$ cat config.mk
export PLATFORM = sky130hd
export DESIGN_NAME = irrigation_scheduler
export DESIGN_NICKNAME = d
export VERILOG_FILES = /design/src/rtl/irrigation_scheduler.sv
export SDC_FILE = /design/constraint.sdc
export NUM_CORES = 1
export LEC_CHECK = 0
export ABC_AREA = 1
export CORE_ASPECT_RATIO = 0.9
export CORE_MARGIN = 2
export CORE_UTILIZATION = 55
export DETAILED_ROUTE_END_ITERATION = 12
export GPL_TIMING_DRIVEN = 1
export HOLD_SLACK_MARGIN = 0.06
export PLACE_DENSITY = 0.76
export SLEW_MARGIN = 0
export SYNTH_ARGS = -nofsm -noshare
export SYNTH_HDL_FRONTEND = slang
export SYNTH_SLANG_ARGS = --single-unit
$ cat constraint.sdc
create_clock -name i_clock -period 3.8 [get_ports i_clock]
set_clock_uncertainty 0.15 [all_clocks]
set_input_delay 0.76 -clock i_clock [delete_from_list [all_inputs] [get_ports i_clock]]
set_output_delay 0.76 -clock i_clock [all_outputs]
set_load 0.02 [all_outputs]
$ cat src/rtl/irrigation_scheduler.sv
// Purpose : timed irrigation sequencer (fill tank, sprinkle or drip, fertilise every
//           N_AGRO-th sprinkler cycle, flush every N_LIMP-th cycle, latch faults).
// Latency : outputs are registered and change on the same edge as the state.
// Backpressure: none; the inputs are sampled sensor levels and single-cycle pulses.
// Ports:
//   i_clock, i_reset_n        clock and asynchronous active-low reset
//   i_tick                    one-clock time-base pulse
//   i_h / i_l                 tank level high / low
//   i_seco                    soil dry, sampled on the edge that leaves FILL
//   i_start                   manual start, honoured only in IDLE
//   i_e / i_ack               external fault level / error acknowledge pulse
//   o_s_*                     actuator commands and the error lamp
//   o_estado                  state code (IDLE 0, FILL 1, ASP 2, GOT 3, LIMP 4, ERRO 5)
//   o_ciclos                  completed-cycle count, wraps modulo 256
module irrigation_scheduler #(
  parameter int INTERVALO = 8,
  parameter int T_ENCHE   = 10,
  parameter int DUR_ASP   = 4,
  parameter int DUR_GOT   = 8,
  parameter int N_AGRO    = 3,
  parameter int N_LIMP    = 4,
  parameter int DUR_LIMP  = 2
) (
  input  logic       i_clock,
  input  logic       i_reset_n,
  input  logic       i_tick,
  input  logic       i_h,
  input  logic       i_l,
  input  logic       i_seco,
  input  logic       i_start,
  input  logic       i_e,
  input  logic       i_ack,
  output logic       o_s_enchendo,
  output logic       o_s_aspersao,
  output logic       o_s_agro,
  output logic       o_s_gotejamento,
  output logic       o_s_limpeza,
  output logic       o_s_erro,
  output logic [2:0] o_estado,
  output logic [7:0] o_ciclos
);

  typedef enum logic [2:0] {
    ST_IDLE = 3'd0,
    ST_FILL = 3'd1,
    ST_ASP  = 3'd2,
    ST_GOT  = 3'd3,
    ST_LIMP = 3'd4,
    ST_ERRO = 3'd5
  } state_t;

  state_t      r_state;
  logic [15:0] r_cnt;
  logic [7:0]  r_ciclos;
  logic [7:0]  r_agro;
  logic [7:0]  r_limp;
  logic        r_s_enchendo;
  logic        r_s_aspersao;
  logic        r_s_agro;
  logic        r_s_gotejamento;
  logic        r_s_limpeza;
  logic        r_s_erro;
  logic [2:0]  r_estado;

  state_t      w_next;
  logic [15:0] w_cnt_inc;
  logic [15:0] w_cnt_next;
  logic [7:0]  w_ciclos;
  logic [7:0]  w_agro;
  logic [7:0]  w_limp;
  logic [7:0]  w_limp_inc;
  logic        w_done;

  assign w_cnt_inc  = r_cnt + 16'd1;
  assign w_limp_inc = r_limp + 8'd1;

  always_comb begin
    w_next   = r_state;
    w_ciclos = r_ciclos;
    w_agro   = r_agro;
    w_limp   = r_limp;
    w_done   = 1'b0;

    case (r_state)
      ST_IDLE: begin
        // Start and the interval tick on the same edge give one FILL entry.
        if (i_start || (i_tick && (w_cnt_inc == 16'(INTERVALO)))) begin
          w_next = ST_FILL;
        end
      end
      ST_FILL: begin
        // A full tank wins over a timeout occurring on the same edge.
        if (i_h) begin
          w_next = i_seco ? ST_ASP : ST_GOT;
        end else if (i_tick && (w_cnt_inc == 16'(T_ENCHE))) begin
          w_next = ST_ERRO;
        end
      end
      ST_ASP: begin
        if (i_l || (i_tick && (w_cnt_inc == 16'(DUR_ASP)))) begin
          w_done = 1'b1;
        end
      end
      ST_GOT: begin
        if (i_l || (i_tick && (w_cnt_inc == 16'(DUR_GOT)))) begin
          w_done = 1'b1;
        end
      end
      ST_LIMP: begin
        if (i_tick && (w_cnt_inc == 16'(DUR_LIMP))) begin
          w_next = ST_IDLE;
        end
      end
      ST_ERRO: begin
        if (i_ack && !i_e) begin
          w_next = ST_IDLE;
        end
      end
      default: w_next = ST_IDLE;
    endcase

    // Cycle completion: bookkeeping plus the choice between flush and idle.
    if (w_done) begin
      w_ciclos = r_ciclos + 8'd1;
      if (r_state == ST_ASP) begin
        w_agro = (r_agro == 8'(N_AGRO - 1)) ? 8'd0 : r_agro + 8'd1;
      end
      if (w_limp_inc == 8'(N_LIMP)) begin
        w_next = ST_LIMP;
        w_limp = 8'd0;
      end else begin
        w_next = ST_IDLE;
        w_limp = w_limp_inc;
      end
    end

    // External fault overrides everything, including a cycle that would complete now.
    if (i_e) begin
      w_next   = ST_ERRO;
      w_ciclos = r_ciclos;
      w_agro   = r_agro;
      w_limp   = r_limp;
    end
  end

  always_comb begin
    w_cnt_next = r_cnt;
    if (w_next != r_state) begin
      w_cnt_next = 16'd0;
    end else if (i_tick) begin
      w_cnt_next = w_cnt_inc;
    end
  end

  // State, counters and outputs share one register stage; outputs are decoded
  // from the next state so they switch on the same edge as the state.
  always_ff @(posedge i_clock or negedge i_reset_n) begin
    if (!i_reset_n) begin
      r_state         <= ST_IDLE;
      r_cnt           <= 16'd0;
      r_ciclos        <= 8'd0;
      r_agro          <= 8'd0;
      r_limp          <= 8'd0;
      r_s_enchendo    <= 1'b0;
      r_s_aspersao    <= 1'b0;
      r_s_agro        <= 1'b0;
      r_s_gotejamento <= 1'b0;
      r_s_limpeza     <= 1'b0;
      r_s_erro        <= 1'b0;
      r_estado        <= 3'd0;
    end else begin
      r_state         <= w_next;
      r_cnt           <= w_cnt_next;
      r_ciclos        <= w_ciclos;
      r_agro          <= w_agro;
      r_limp          <= w_limp;
      r_s_enchendo    <= (w_next == ST_FILL);
      r_s_aspersao    <= (w_next == ST_ASP);
      // Entering ASP never changes the agro counter, so w_agro is the running value.
      r_s_agro        <= (w_next == ST_ASP) && (w_agro == 8'(N_AGRO - 1));
      r_s_gotejamento <= (w_next == ST_GOT);
      r_s_limpeza     <= (w_next == ST_LIMP);
      r_s_erro        <= (w_next == ST_ERRO);
      r_estado        <= w_next;
    end
  end

  assign o_s_enchendo    = r_s_enchendo;
  assign o_s_aspersao    = r_s_aspersao;
  assign o_s_agro        = r_s_agro;
  assign o_s_gotejamento = r_s_gotejamento;
  assign o_s_limpeza     = r_s_limpeza;
  assign o_s_erro        = r_s_erro;
  assign o_estado        = r_estado;
  assign o_ciclos        = r_ciclos;

endmodule
==> results.cfg <==
[place]
globalplace.congestion = 0.8902
io_buffers = 25
hpwl_um = 4913
placed_area_um2 = 3531

[clock_tree]
cts_setup_buffers = 0
clockBufferDepth = 2
cts_hold_buf = 0
clkSinkCount = 49
ctsResizeCount = 0
cts_tree = done
cts_root_buf = clkbuf_8
clk_pin_slew_worst_paths_ns = 0.09
worstSkewPairLatency_ns = 0.31
h-tree-depth = 2
cts_buffers = 5

[worst_setup_path]
path_class = flop to flop
worst_setup_path_start_kind = flop
crit_required_ns = 3.88
worstPathArrival_ns = 3.22
cpPeakStageDelay_ns = 0.49
cp_slowest_cell = dfrtp_1
path_cells = ha_1 > nand3_2 > nor2_2 > nand3_1 > nand2_1 > nand2_1 > nor2_1 > nand2_2 > nor2_4 > nand4_1 > nand2_2 > nand2_2 > nand3_2 > nand2_2 > nand2_1 > nand3b_4 > nor2_1
end_kind = flop
cp_common_cell = nand2_2
crit_fanout = 16
crit_buf_inv = 0
crit_family = simple AND/OR/NAND/NOR gates

[yosys]
synth_area_leaders = dfrtp_1, nand2_1, inv_1, nor2_4, nand3_1
ys_ff_latch = 49
ys_types = 34
ys.warnings.count = 0
syn_inst = 428
syn_area_per_cell_um2 = 7.566
syn_area_um2 = 3238
synth_fp_nets = 445
synth-seq-area-share_pct = 37.87
synth_top_area_cell = dfrtp_1
yosysTopAreaCellShare_pct = 37.87

[floorplanning]
start_util_pct = 56.88
row_count = 26
core_area_um2 = 5693
die_height_um = 76.79
dieWidth_um = 84.88
pin_count = 26
fp.dieArea_um2 = 6518

[layout]
drive_above_1_share_pct = 12.31
design_area_um2 = 3621
diodes = 0
syn_to_final_growth_pct = 11.82
nNetsFinal = 471

[route]
via_per_inst = 5.238
antenna_left = 0
first_pass_iters = 4
vias = 2750
wl_um = 6608
wl_per_cell_um = 12.59
drtIter0Drc = 188
drc = 0

[sta]
slew_violations = 0
finalCriticalPeriod_ns = 3.137
max_slew.worst_pin.slew_ns = 1.083
tns_ns = 0
post-route-period-util_pct = 82.55
fmax_ghz = 0.3188
hold_viol_final = 0
setup_viol = 0
grt_setup_unrepaired = no
slew_headroom_pct = 27.79

[global_routing]
grt_max_degree = 50
grt_overflow = 0
antenna_found_initial = 0
grt_pass1_vias = 2542
grt_pass1_wl_um = 11720
grt_use_total_pct = 22.31

[flow_run]
cap_violations = 0

[power]
irDropWorstVdd_uv = 290.8
leakagePower_nw = 1.759
p_per_area_nw_per_um2 = 423.0
power_mw = 1.532

[min_path]
holdCritPathClass = flop to flop

[status]
status = finished clean
-- power by group --
group          switching, mW  internal (mW)  total [mW]
combinational          0.343          0.194       0.537
clock                  0.184          0.131       0.314
sequential            0.0892          0.591       0.680
total                  0.616          0.916        1.53
-- area by class of cell --
class	count	area, µm²
well taps	70	87.58
inverters	57	214.0
clock buffers	5	68.82
flip-flops and latches	49	1226
clock inverters	3	21.27
fillers	488	2072
multi-input cells	315	1750
repair buffers	26	252.7
-- kinds of logic after synthesis --
family | count (synthesis) | share of synthesized area (%)
and+or+nand+nor | 257 | 39.95
buffers and inverters | 64 | 8.076
DFF | 49 | 37.87
AOI/OAI and AO/OA | 31 | 5.217
xor gates and xnor gates | 18 | 5.448
adders and majority gates | 8 | 3.091
muxes | 1 | 0.3477
-- through the flow --
| stage | setup slack [ns] | hold WS [ns] | utilization, % | instances |
|---|---|---|---|---|
| global route | 0.2822 | 0.3546 | 63.60 | 525 |
| floorplan | 1.250 | 0.3144 | - | 428 |
| global placement | 0.5743 | 0.3126 | 62.02 | 517 |
| CTS | 0.6670 | 0.3287 | 63.60 | 525 |
| finish | 0.6630 | 0.3247 | 63.60 | 525 |
| detailed placement | 0.4899 | 0.3117 | 62.02 | 517 |
-- cells in the mapped netlist (all sizes together) --
| master | number |
|---|---|
| nand2 | 126 |
| nor2 | 63 |
| inv | 57 |
| dfrtp | 49 |
| nand3 | 35 |
| o21ai | 26 |
| nand4 | 21 |
| xor2 | 11 |
| ha | 8 |
| nor3 | 8 |
| xnor2 | 7 |
| clkbuf | 4 |
| a21oi | 3 |
| buf | 3 |
| or2 | 2 |
| a22o | 1 |
| mux2 | 1 |
| nand3b | 1 |
| nor4 | 1 |
| o211ai | 1 |
-- worst paths after layout --
kind                             startpoint          end  slack, ns  cells after the start
worst max-delay path               r_cnt[0]     r_cnt[4]       0.66                     17
worst min-delay path            o_ciclos[7]  o_ciclos[7]       0.32                      1
worst max register to register     r_cnt[0]     r_cnt[4]       0.66                     17
worst min register to register  o_ciclos[7]  o_ciclos[7]       0.32                      1
max in group asynchronous         i_reset_n    r_agro[3]       2.34                      1
min in group asynchronous         i_reset_n    r_cnt[11]       0.50                      1
-- layer usage --
| layer | vias to the layer above | global-route usage (%) | share of wire (%) |
|---|---|---|---|
| li1 | 1411 | - | - |
| met1 | 1249 | 31.08 | 48 |
| met2 | 75 | 34.80 | 45 |
| met3 | 15 | 4.198 | 5.4 |
| met4 | 0 | 7.937 | 2.3 |
| met5 | - | 0 | 0 |
-- worst register-to-register path, delay by kind of cell, from the launching register on --
family,cells,cell delay [ns]
and+or+nand+nor,16,2.13
adders and majority gates,1,0.30
DFF,1,0.49
-- cell usage in the layout, fill, tap and decap left out, types with 5 or more instances in the layout --
master	instances
nand3_1	33
nor2_1	41
nand2_2	9
nor3_1	7
o21ai_0	23
ha_1	8
nand2_1	114
clkbuf_8	5
clkdlybuf4s50_1	24
nor2_4	15
dfrtp_1	49
inv_1	55
nor2_2	7
nand4_1	21
xor2_1	10
xnor2_1	7
-- sequential cells by signal (all words and copies together), names as in the netlist --
| register | count |
|---|---|
| r_cnt | 16 |
| o_s_enchendo | 1 |
| o_s_erro | 1 |
| o_s_gotejamento | 1 |
| o_s_agro | 1 |
| o_estado | 3 |
| r_limp | 8 |
| o_s_aspersao | 1 |
| o_s_limpeza | 1 |
| o_ciclos | 8 |
| r_agro | 8 |
Power figures use the tool's default switching activity.
